## config.mk

```make
export PLATFORM = sky130hd
export DESIGN_NAME = apb3_rr_arbiter
export DESIGN_NICKNAME = d
export VERILOG_FILES = /design/src/rtl/apb3_rr_arbiter.sv
export SDC_FILE = /design/constraint.sdc
export NUM_CORES = 1
export LEC_CHECK = 0
export BUFFER_PORTS_ARGS = -buffer_cell sky130_fd_sc_hd__buf_4
export CAP_MARGIN = 20
export CELL_PAD_IN_SITES_DETAIL_PLACEMENT = 2
export CELL_PAD_IN_SITES_GLOBAL_PLACEMENT = 2
export CORE_MARGIN = 2
export CORE_UTILIZATION = 26
export DETAILED_ROUTE_END_ITERATION = 6
export GPL_TIMING_DRIVEN = 0
export HOLD_SLACK_MARGIN = 0.15
export PLACE_DENSITY = 0.95
export SYNTH_ARGS = -nofsm -noshare
export SYNTH_HDL_FRONTEND = slang
export SYNTH_SLANG_ARGS = --single-unit
```

## constraint.sdc

```tcl
create_clock -name pclk -period 5.05 [get_ports pclk]
set_clock_uncertainty 0.05 [all_clocks]
set_input_delay 0.2525 -clock pclk [delete_from_list [all_inputs] [get_ports pclk]]
set_output_delay 0.2525 -clock pclk [all_outputs]
set_load 0.02 [all_outputs]
```

## src/rtl/apb3_rr_arbiter.sv

```systemverilog
`default_nettype none
// ============================================================================
// Module      : apb3_rr_arbiter
// Description : Shares one APB3 master port between NUM_REQ requesters.
//               Each requester posts a 32-bit read or write command and holds
//               req until its own done pulse. Requesters are served
//               round-robin. The block runs the APB3 SETUP/ACCESS sequence
//               and returns rdata/error with a one-cycle one-hot done pulse.
//               An optional timeout aborts transfers to a hung slave.
// Parameters  : NUM_REQ     - number of requesters (2..8)
//               TIMEOUT_CYC - ACCESS wait cycles tolerated before abort,
//                             0 disables the timeout
// Ports       : pclk, presetn           clock, async active-low reset
//               req/req_write           per-requester request and direction
//               req_addr/req_wdata      packed commands, slice i = [32*i+:32]
//               done                    one-hot completion pulse
//               rsp_rdata/rsp_err       response, valid while done != 0
//               busy                    transfer in SETUP or ACCESS
//               psel/penable/pwrite/paddr/pwdata   APB3 master outputs
//               prdata/pready/pslverr              APB3 slave response
// Revision    : 1.0 - initial release
// ============================================================================
module apb3_rr_arbiter #(
    parameter int NUM_REQ     = 4,
    parameter int TIMEOUT_CYC = 0
) (
    input  logic                   pclk,
    input  logic                   presetn,
    input  logic [NUM_REQ-1:0]     req,
    input  logic [NUM_REQ-1:0]     req_write,
    input  logic [NUM_REQ*32-1:0]  req_addr,
    input  logic [NUM_REQ*32-1:0]  req_wdata,
    output logic [NUM_REQ-1:0]     done,
    output logic [31:0]            rsp_rdata,
    output logic                   rsp_err,
    output logic                   busy,
    output logic                   psel,
    output logic                   penable,
    output logic                   pwrite,
    output logic [31:0]            paddr,
    output logic [31:0]            pwdata,
    input  logic [31:0]            prdata,
    input  logic                   pready,
    input  logic                   pslverr
);

    localparam int c_PW = (NUM_REQ > 1) ? $clog2(NUM_REQ) : 1;
    localparam int c_CW = (TIMEOUT_CYC > 0) ? $clog2(TIMEOUT_CYC + 1) : 1;

    // Pointer starts at the last index so requester 0 wins the first grant.
    localparam logic [c_PW-1:0] c_PTR_RST = c_PW'(NUM_REQ - 1);
    localparam logic [c_CW-1:0] c_TO      = c_CW'(TIMEOUT_CYC);

    typedef enum logic [1:0] {
        S_IDLE   = 2'd0,
        S_SETUP  = 2'd1,
        S_ACCESS = 2'd2
    } state_t;

    state_t               r_state,   w_state;
    logic [c_PW-1:0]      r_ptr,     w_ptr;
    logic [c_CW-1:0]      r_cnt,     w_cnt;
    logic                 r_psel,    w_psel;
    logic                 r_penable, w_penable;
    logic                 r_pwrite,  w_pwrite;
    logic [31:0]          r_paddr,   w_paddr;
    logic [31:0]          r_pwdata,  w_pwdata;
    logic [NUM_REQ-1:0]   r_done,    w_done;
    logic [31:0]          r_rdata,   w_rdata;
    logic                 r_err,     w_err;

    logic [NUM_REQ-1:0]   w_elig;
    logic                 w_found;
    logic [c_PW-1:0]      w_win;

    // ------------------------------------------------------------------------
    // Next-state, grant and output logic
    // ------------------------------------------------------------------------
    always_comb begin
        w_state   = r_state;
        w_ptr     = r_ptr;
        w_cnt     = r_cnt;
        w_psel    = r_psel;
        w_penable = r_penable;
        w_pwrite  = r_pwrite;
        w_paddr   = r_paddr;
        w_pwdata  = r_pwdata;
        w_done    = '0;
        w_rdata   = '0;
        w_err     = 1'b0;

        // The requester completing this cycle still has req high; masking
        // it with done keeps it from being re-granted before it can drop.
        w_elig  = req & ~r_done;
        w_found = 1'b0;
        w_win   = r_ptr;
        for (int k = 1; k <= NUM_REQ; k++) begin
            if (!w_found && w_elig[(int'(r_ptr) + k) % NUM_REQ]) begin
                w_found = 1'b1;
                w_win   = c_PW'((int'(r_ptr) + k) % NUM_REQ);
            end
        end

        case (r_state)
            S_IDLE: begin
                w_psel    = 1'b0;
                w_penable = 1'b0;
                if (w_found) begin
                    w_state  = S_SETUP;
                    w_ptr    = w_win;
                    w_cnt    = '0;
                    w_psel   = 1'b1;
                    w_pwrite = req_write[w_win];
                    w_paddr  = req_addr[int'(w_win)*32 +: 32];
                    w_pwdata = req_wdata[int'(w_win)*32 +: 32];
                end
            end

            S_SETUP: begin
                w_penable = 1'b1;
                w_state   = S_ACCESS;
            end

            S_ACCESS: begin
                if (pready) begin
                    // Normal completion wins even on the timeout cycle.
                    w_psel         = 1'b0;
                    w_penable      = 1'b0;
                    w_done[r_ptr]  = 1'b1;
                    w_rdata        = r_pwrite ? 32'd0 : prdata;
                    w_err          = pslverr;
                    w_state        = S_IDLE;
                end else if (TIMEOUT_CYC > 0) begin
                    if (r_cnt == c_TO) begin
                        w_psel        = 1'b0;
                        w_penable     = 1'b0;
                        w_done[r_ptr] = 1'b1;
                        w_err         = 1'b1;
                        w_state       = S_IDLE;
                    end else begin
                        w_cnt = r_cnt + 1'b1;
                    end
                end
            end

            default: begin
                w_state   = S_IDLE;
                w_psel    = 1'b0;
                w_penable = 1'b0;
            end
        endcase
    end

    // ------------------------------------------------------------------------
    // State and output registers
    // ------------------------------------------------------------------------
    always_ff @(posedge pclk or negedge presetn) begin
        if (!presetn) begin
            r_state   <= S_IDLE;
            r_ptr     <= c_PTR_RST;
            r_cnt     <= '0;
            r_psel    <= 1'b0;
            r_penable <= 1'b0;
            r_pwrite  <= 1'b0;
            r_paddr   <= '0;
            r_pwdata  <= '0;
            r_done    <= '0;
            r_rdata   <= '0;
            r_err     <= 1'b0;
        end else begin
            r_state   <= w_state;
            r_ptr     <= w_ptr;
            r_cnt     <= w_cnt;
            r_psel    <= w_psel;
            r_penable <= w_penable;
            r_pwrite  <= w_pwrite;
            r_paddr   <= w_paddr;
            r_pwdata  <= w_pwdata;
            r_done    <= w_done;
            r_rdata   <= w_rdata;
            r_err     <= w_err;
        end
    end

    assign done      = r_done;
    assign rsp_rdata = r_rdata;
    assign rsp_err   = r_err;
    assign busy      = (r_state != S_IDLE);
    assign psel      = r_psel;
    assign penable   = r_penable;
    assign pwrite    = r_pwrite;
    assign paddr     = r_paddr;
    assign pwdata    = r_pwdata;

endmodule
`default_nettype wire
```

# Word level (Yosys, flattened, before mapping)
# Index checks and enable logic that the tools add are counted.
totals:
  output_inout_bits: 105
  elab_cells: 88
  inputBits: 300
  regBits: 108
classes:
  n_lt_le_gt_ge: 7
  bitwise_logic: 7
  muxes: 38
  n_eq_ne: 4
  shifts: 2
  addsub: 4
  n_reduce_logical: 16
op_table:
  columns: ["operator", "count"]
  rows:
  - ["$shiftx A128 B8 Y32", 2]
  - ["$mux W32", 3]
  - ["$mux W1", 18]
  - ["$lt A3 B4 Y1 const B", 4]
  - ["$mux W2", 6]
  - ["$bmux W1 S2", 5]
  - ["$mux W4", 2]
  - ["$reduce_or A2 Y1", 4]
  - ["$lt A2 B3 Y1 const B", 2]
  - ["$pmux W2 S3", 1]
  - ["$reduce_and A2 Y1", 3]
  - ["$add A2 B1 Y2 const B", 2]
  - ["$add A2 B2 Y2 const B", 2]
  - ["$and A1 B1 Y1 const A", 4]
  - ["$and A4 B4 Y4", 1]
  - ["$logic_and A1 B1 Y1", 4]
  - ["$ne A2 B2 Y1 const B", 2]
  - ["$not A4 Y4", 1]
  - ["$logic_not A1 Y1", 3]
  - ["$pmux W1 S3", 1]
  - ["$demux W1 S2", 1]
  - ["$eq A2 B1 Y1 const B", 1]
  - ["$eq A2 B2 Y1 const B", 1]
  - ["$ge A2 B1 Y1 const B", 1]
  - ["4 further kinds", 4]

# Logic depth before layout (Yosys ltp)
logic_depth:
  ltp_word: 18
  ltp_mapped: 12
  mapped_depth_nobuf: 9

# Worst setup path before layout
# OpenSTA, ideal clock, no wires.
synth_path:
  path_type: "register to register"
  startpoint: "reg r_ptr[0]"
  endpoint: "reg r_paddr[27], in the netlist paddr[27]"
  stages_incl_launch_ff: 13
  slack_ns: 2.136
  required_time_ns: 4.923
  period_less_slack_ns: 2.914
  t_arrival_ns: 2.788
  cell_sequence: "dfstp_2 -> buf_4 -> inv_4 -> ha_1 -> inv_1 -> mux4_2 -> a21oi_2 -> xnor2_2 -> buf_4 -> buf_2 -> mux2i_1 -> mux2_1 -> o21ai_1"
synth_between:
  elab_chain_cells: 15
  elab_cells_between_ends: 32
  cone_classes: "add/sub: 4; shift: 1; mux: 20; reduce/logical: 7"
synth_rtl:
  columns: ["item", "line", "source"]
  rows:
  - ["start, declared", "61", "logic [c_PW-1:0] r_ptr, w_ptr;"]
  - ["start signal, assigned", "160", "r_ptr <= c_PTR_RST;"]
  - ["start signal, assigned", "172", "r_ptr <= w_ptr;"]
  - ["$add A2 B1 Y2", "98, 100", null]
  - ["$bmux W1 S2", "98", "if (!w_found && w_elig[(int'(r_ptr) + k) % NUM_REQ]) begin"]
  - ["$mux W1 (not written as such) (2 in a row)", "98", null]
  - ["$mux W1", "98", null]
  - ["$logic_not A1 Y1", "98", null]
  - ["$logic_and A1 B1 Y1", "98", null]
  - ["$mux W1", "98", null]
  - ["$logic_not A1 Y1", "98", null]
  - ["$logic_and A1 B1 Y1", "98", null]
  - ["$mux W1", "98", null]
  - ["$logic_not A1 Y1", "98", null]
  - ["$logic_and A1 B1 Y1", "98", null]
  - ["$mux W2 or $mux W1 (tied branches)", "98", null]
  - ["$shiftx A128 B8 Y32 or $reduce_and A2 Y1 (tied branches)", null, null]
  - ["end signal, assigned", "177", "r_paddr <= w_paddr;"]
  - ["end, declared", "66", "logic [31:0] r_paddr, w_paddr;"]
# Parallel ways exist; a longest one is shown, timed or not. The select of a mux whose other input is x is not followed.
# A chain may end at the register's enable or synchronous reset.

# Final worst setup path
layout_path:
  startpoint: "reg r_ptr[0]"
  endpoint: "reg r_pwdata[11], in the netlist pwdata[11]"
layout_between:
  elab_chain_cells: 15
  elab_cells_between_ends: 32
  cone_classes: "add/sub: 4; shift: 1; mux: 20; reduce/logical: 7"
layout_rtl:
  columns: ["item", "line", "source"]
  rows:
  - ["$add A2 B1 Y2", "98, 100", null]
  - ["$bmux W1 S2", "98", null]
  - ["$mux W1 (not written as such) (2 in a row)", "98", null]
  - ["$mux W1", "98", null]
  - ["$logic_not A1 Y1", "98", null]
  - ["$logic_and A1 B1 Y1", "98", null]
  - ["$mux W1", "98", null]
  - ["$logic_not A1 Y1", "98", null]
  - ["$logic_and A1 B1 Y1", "98", null]
  - ["$mux W1", "98", null]
  - ["$logic_not A1 Y1", "98", null]
  - ["$logic_and A1 B1 Y1", "98", null]
  - ["$mux W2 or $mux W1 (tied branches)", "98", null]
  - ["$shiftx A128 B8 Y32 or $reduce_and A2 Y1 (tied branches)", null, null]
  - ["end signal, assigned", "178", "r_pwdata <= w_pwdata;"]
  - ["end, declared", "67", "logic [31:0] r_pwdata, w_pwdata;"]
# Parallel ways exist; a longest one is shown, timed or not. The select of a mux whose other input is x is not followed.

==> metrics.md <==
| Metric | Value |
|---|---|
| P_leak | `5.372 nW` |
| Crit path buf inv count | `5` |
| Multi-input logic area | `between 0.003 and 0.004 mm²` |
| Post-synth EDFFs | `0` |
| Hold Buf Count CTS | `35` |
| Fin crit period | `3.801 ns` |
| Syn avg cell area | `around 11 µm²` |
| Largest net degree at the start of global routing | `between 60 and 70` |
| Max cap viols | `0` |
| Critical R2R Capture | `pwdata[11]$_DFFE_PN0P_` |
| DRT iter0 DRCs | `151` |
| Worst Min Path Start | `req_wdata[93]` |
| P_int | `4.279 mW` |
| Num CTS Buffers | `9` |
| Most common cell on crit path | `buf_4` |
| WHS Endpoint | `pwdata[29]$_DFFE_PN0P_` |
| Cell Pwr Density | `about 810 mW/mm²` |
| Switching share of power | `0.4893` |
| Die Height | `roughly 160 µm` |
| Register area | `roughly 0.0027 mm²` |
| Outcome | `complete, no violations` |
| Post-CTS Resized | `0` |
| Post-synth ARST share | `1.000` |
| Worst Path Required | `about 5.2 ns` |
| Worst-Skew Late Latency | `0.37 ns` |
| DPL Wire Length | `around 25 mm` |
| Unrepaired setup endpoints after global routing | `no` |
| Fin. Hold Viols | `0` |
| Tcrit/Tclk final | `0.7527` |
| IO Count | `between 400 and 500` |
| Rows | `56` |
| Synth warn | `0` |
| Cells after synthesis | `between 500 and 600` |
| Clk sink count | `approximately 110` |
| Place WS | `approximately 1.4 ns` |
| Clock slew at reported path FFs | `around 0.10 ns` |
| Comb power frac | `0.739` |
| Register area share after synthesis | `0.4345` |
| Rel. slew slack | `0.4326` |
| Main synth FF type | `dfrtp_1` |
| FMAX | `~0.26 GHz` |
| Total gr overflow | `0` |
| DRT Wirelength | `around 33 mm` |
| Clock power frac | `0.091` |
| Root buf cell | `clkbuf_16` |
| Core Area | `between 0.02 and 0.025 mm²` |
| Drc violations | `0` |
| CP Launch Point | `r_ptr[0]$_DFFE_PN1P_` |
| Nets | `~1300` |
| # fillers | `2494` |
| Hold Crit Class | `primary input to register` |
| Vias in the first global route | `about 7900` |
| WL/cell | `around 24 µm` |
| Critical setup path kind | `register to register` |
| R2R Setup Slk | `roughly 1.2 ns` |
| H-tree level count | `3` |
| Worst VDD drop | `between 0.0004 and 0.0005 V` |
| Delay-heaviest family, CP | `buffers and inverters` |
| Antenna Violating Nets Remaining | `0` |
| #FFs+latches synth | `roughly 110` |
| Final Util | `0.4412` |
| Vias per cell | `around 4.8` |
| Worst-path maximum fanout | `10` |
| Max Transition Viols Final | `0` |
| Synth cell types | `36` |
| R2R cell count | `12` |
| Reg power frac | `0.171` |
| Net load switching power | `a little over 4 mW` |
| Port bufs | `around 400` |
| Die X | `158.7 µm` |
| CTS tree | `built` |
| Initial Util | `0.2652` |
| Critical Path End Type | `register` |
| Critical Path AT | `about 4.0 ns` |
| Detailed Routing Iterations Pass 1 | `4` |
| Hold Path Stages | `4` |
| Crit path cell chain | `buf_4 -> inv_4 -> ha_1 -> inv_1 -> mux4_2 -> a21oi_2 -> xnor2_2 -> buf_4 -> buf_2 -> mux2i_1 -> mux2_1 -> o21ai_1` |
| Synth-to-layout area growth | `66.32%` |
| Layout cells sized above 1 | `0.4589` |
| Antenna violations before repair | `2` |
| Worst setup margin | `~1.2 ns` |
| CP max stage cell | `dfstp_2` |
| Clk buf depth | `2` |
| Gr usage total | `0.2558` |
| Largest stage delay, worst path | `~0.56 ns` |
| Commonest cells after routing, fill and taps aside | `buf_4 (410), mux2i_1 (132), dfrtp_1 (106)` |
| Post-Syn Area | `between 0.006 and 0.007 mm²` |
| Setup TNS | `0 ns` |
| Post-CTS Setup Inserts | `0` |
| Synthesized Nets | `870` |
| Worst r2r src | `r_ptr[0]$_DFFE_PN1P_` |
| GPL Wtd Cong | `0.8139` |
| Slew @ Worst Pin | `about 0.84 ns` |
| Commonest non-fill, non-tap cell in the layout | `buf_4` |
| CP Launch Type | `register` |
| First-pass GRT wire length | `between 40 and 50 mm` |
| Total die area | `around 0.025 mm²` |
| Via count | `around 6500` |
| Setup violators final | `0` |
area by class of cell:
type	count	area share
repair buffers	440	0.3294
multi-input cells	412	0.3155
flip-flops and latches	108	0.2612
well taps	319	0.03855
plain buffers	40	0.02211
clock buffers	9	0.02175
clock inverters	7	0.008579
inverters	6	0.002417
diodes	2	0.0004833
metrics by stage:
| stage | hold WS (ns) | total power, mW | cell area, µm² | instances |
|---|---|---|---|---|
| final | 0.2519 | 8.379 | 10350 | 1343 |
| after global routing | 0.2806 | 8.916 | 10350 | 1343 |
| after global placement | 0.4034 | 7.279 | 9658 | 1289 |
| after floorplan | -0.09309 | 5.482 | 6226 | 566 |
| after detailed placement | 0.2939 | 7.624 | 9686 | 1290 |
| after CTS | 0.2439 | 8.429 | 10350 | 1341 |
flip-flops by register name, indices dropped and copies added (netlist names), 2 cells and up:
name	flops
paddr	32
pwdata	32
rsp_rdata	32
done	4
r_ptr	2
r_state	2
worst max path at each step:
stage                        endpoint  cells past startpoint  slack, ns
6_report       pwdata[11]$_DFFE_PN0P_                     12       1.25
5_1_grt        pwdata[11]$_DFFE_PN0P_                     12       1.14
4_1_cts        pwdata[20]$_DFFE_PN0P_                     12       1.37
3_5_place_dp   pwdata[11]$_DFFE_PN0P_                     12       1.41
3_3_place_gp   pwdata[20]$_DFFE_PN0P_                     12       1.54
2_1_floorplan   paddr[27]$_DFFE_PN0P_                     12       2.14
cell usage after synthesis (6+ instances only):
master / instances / share of area
buf_4: 6 / 0.0072
clkbuf_1: 13 / 0.0078
o21ai_1: 66 / 0.053
buf_2: 15 / 0.012
nand2_1: 70 / 0.042
nand2b_1: 6 / 0.0060
dfrtp_1: 106 / 0.43
mux2_1: 57 / 0.10
and2_1: 37 / 0.037
mux2i_1: 132 / 0.21
mux2_2: 8 / 0.014
metal layers:
metal | part of all wire | wire length (µm) | track usage
met5 | 0 | 0 | 0
met4 | 0.038 | 1226 | 0.1101
met3 | 0.059 | 1932 | 0.06531
met2 | 0.55 | 18050 | 0.4990
met1 | 0.35 | 11400 | 0.2529
power by group through the flow:
stage	Combinational (mW)	Clock (mW)	Sequential, mW
global route	6.64	0.807	1.47
global placement	5.88	0	1.40
CTS	6.23	0.777	1.42
floorplan	3.73	0	1.75
finish	6.19	0.761	1.43
detailed placement	6.19	0	1.44
cells by family after synthesis:
kind of cell | after synthesis | synth area share
mux | 202 | 0.3479
simple gates | 126 | 0.09687
flops | 108 | 0.4345
compound gates | 78 | 0.06793
buf+inv | 46 | 0.04080
fa+ha+maj | 4 | 0.008039
xor+xnor | 2 | 0.004020
worst min-delay path: cells and delay by family:
| family | cells | cell delay [ns] |
|---|---|---|
| buf+inv | 1 | 0.11 |
| compound gates | 1 | 0.05 |
| mux | 2 | 0.23 |
Note: power is estimated with default switching activity, not from simulation.
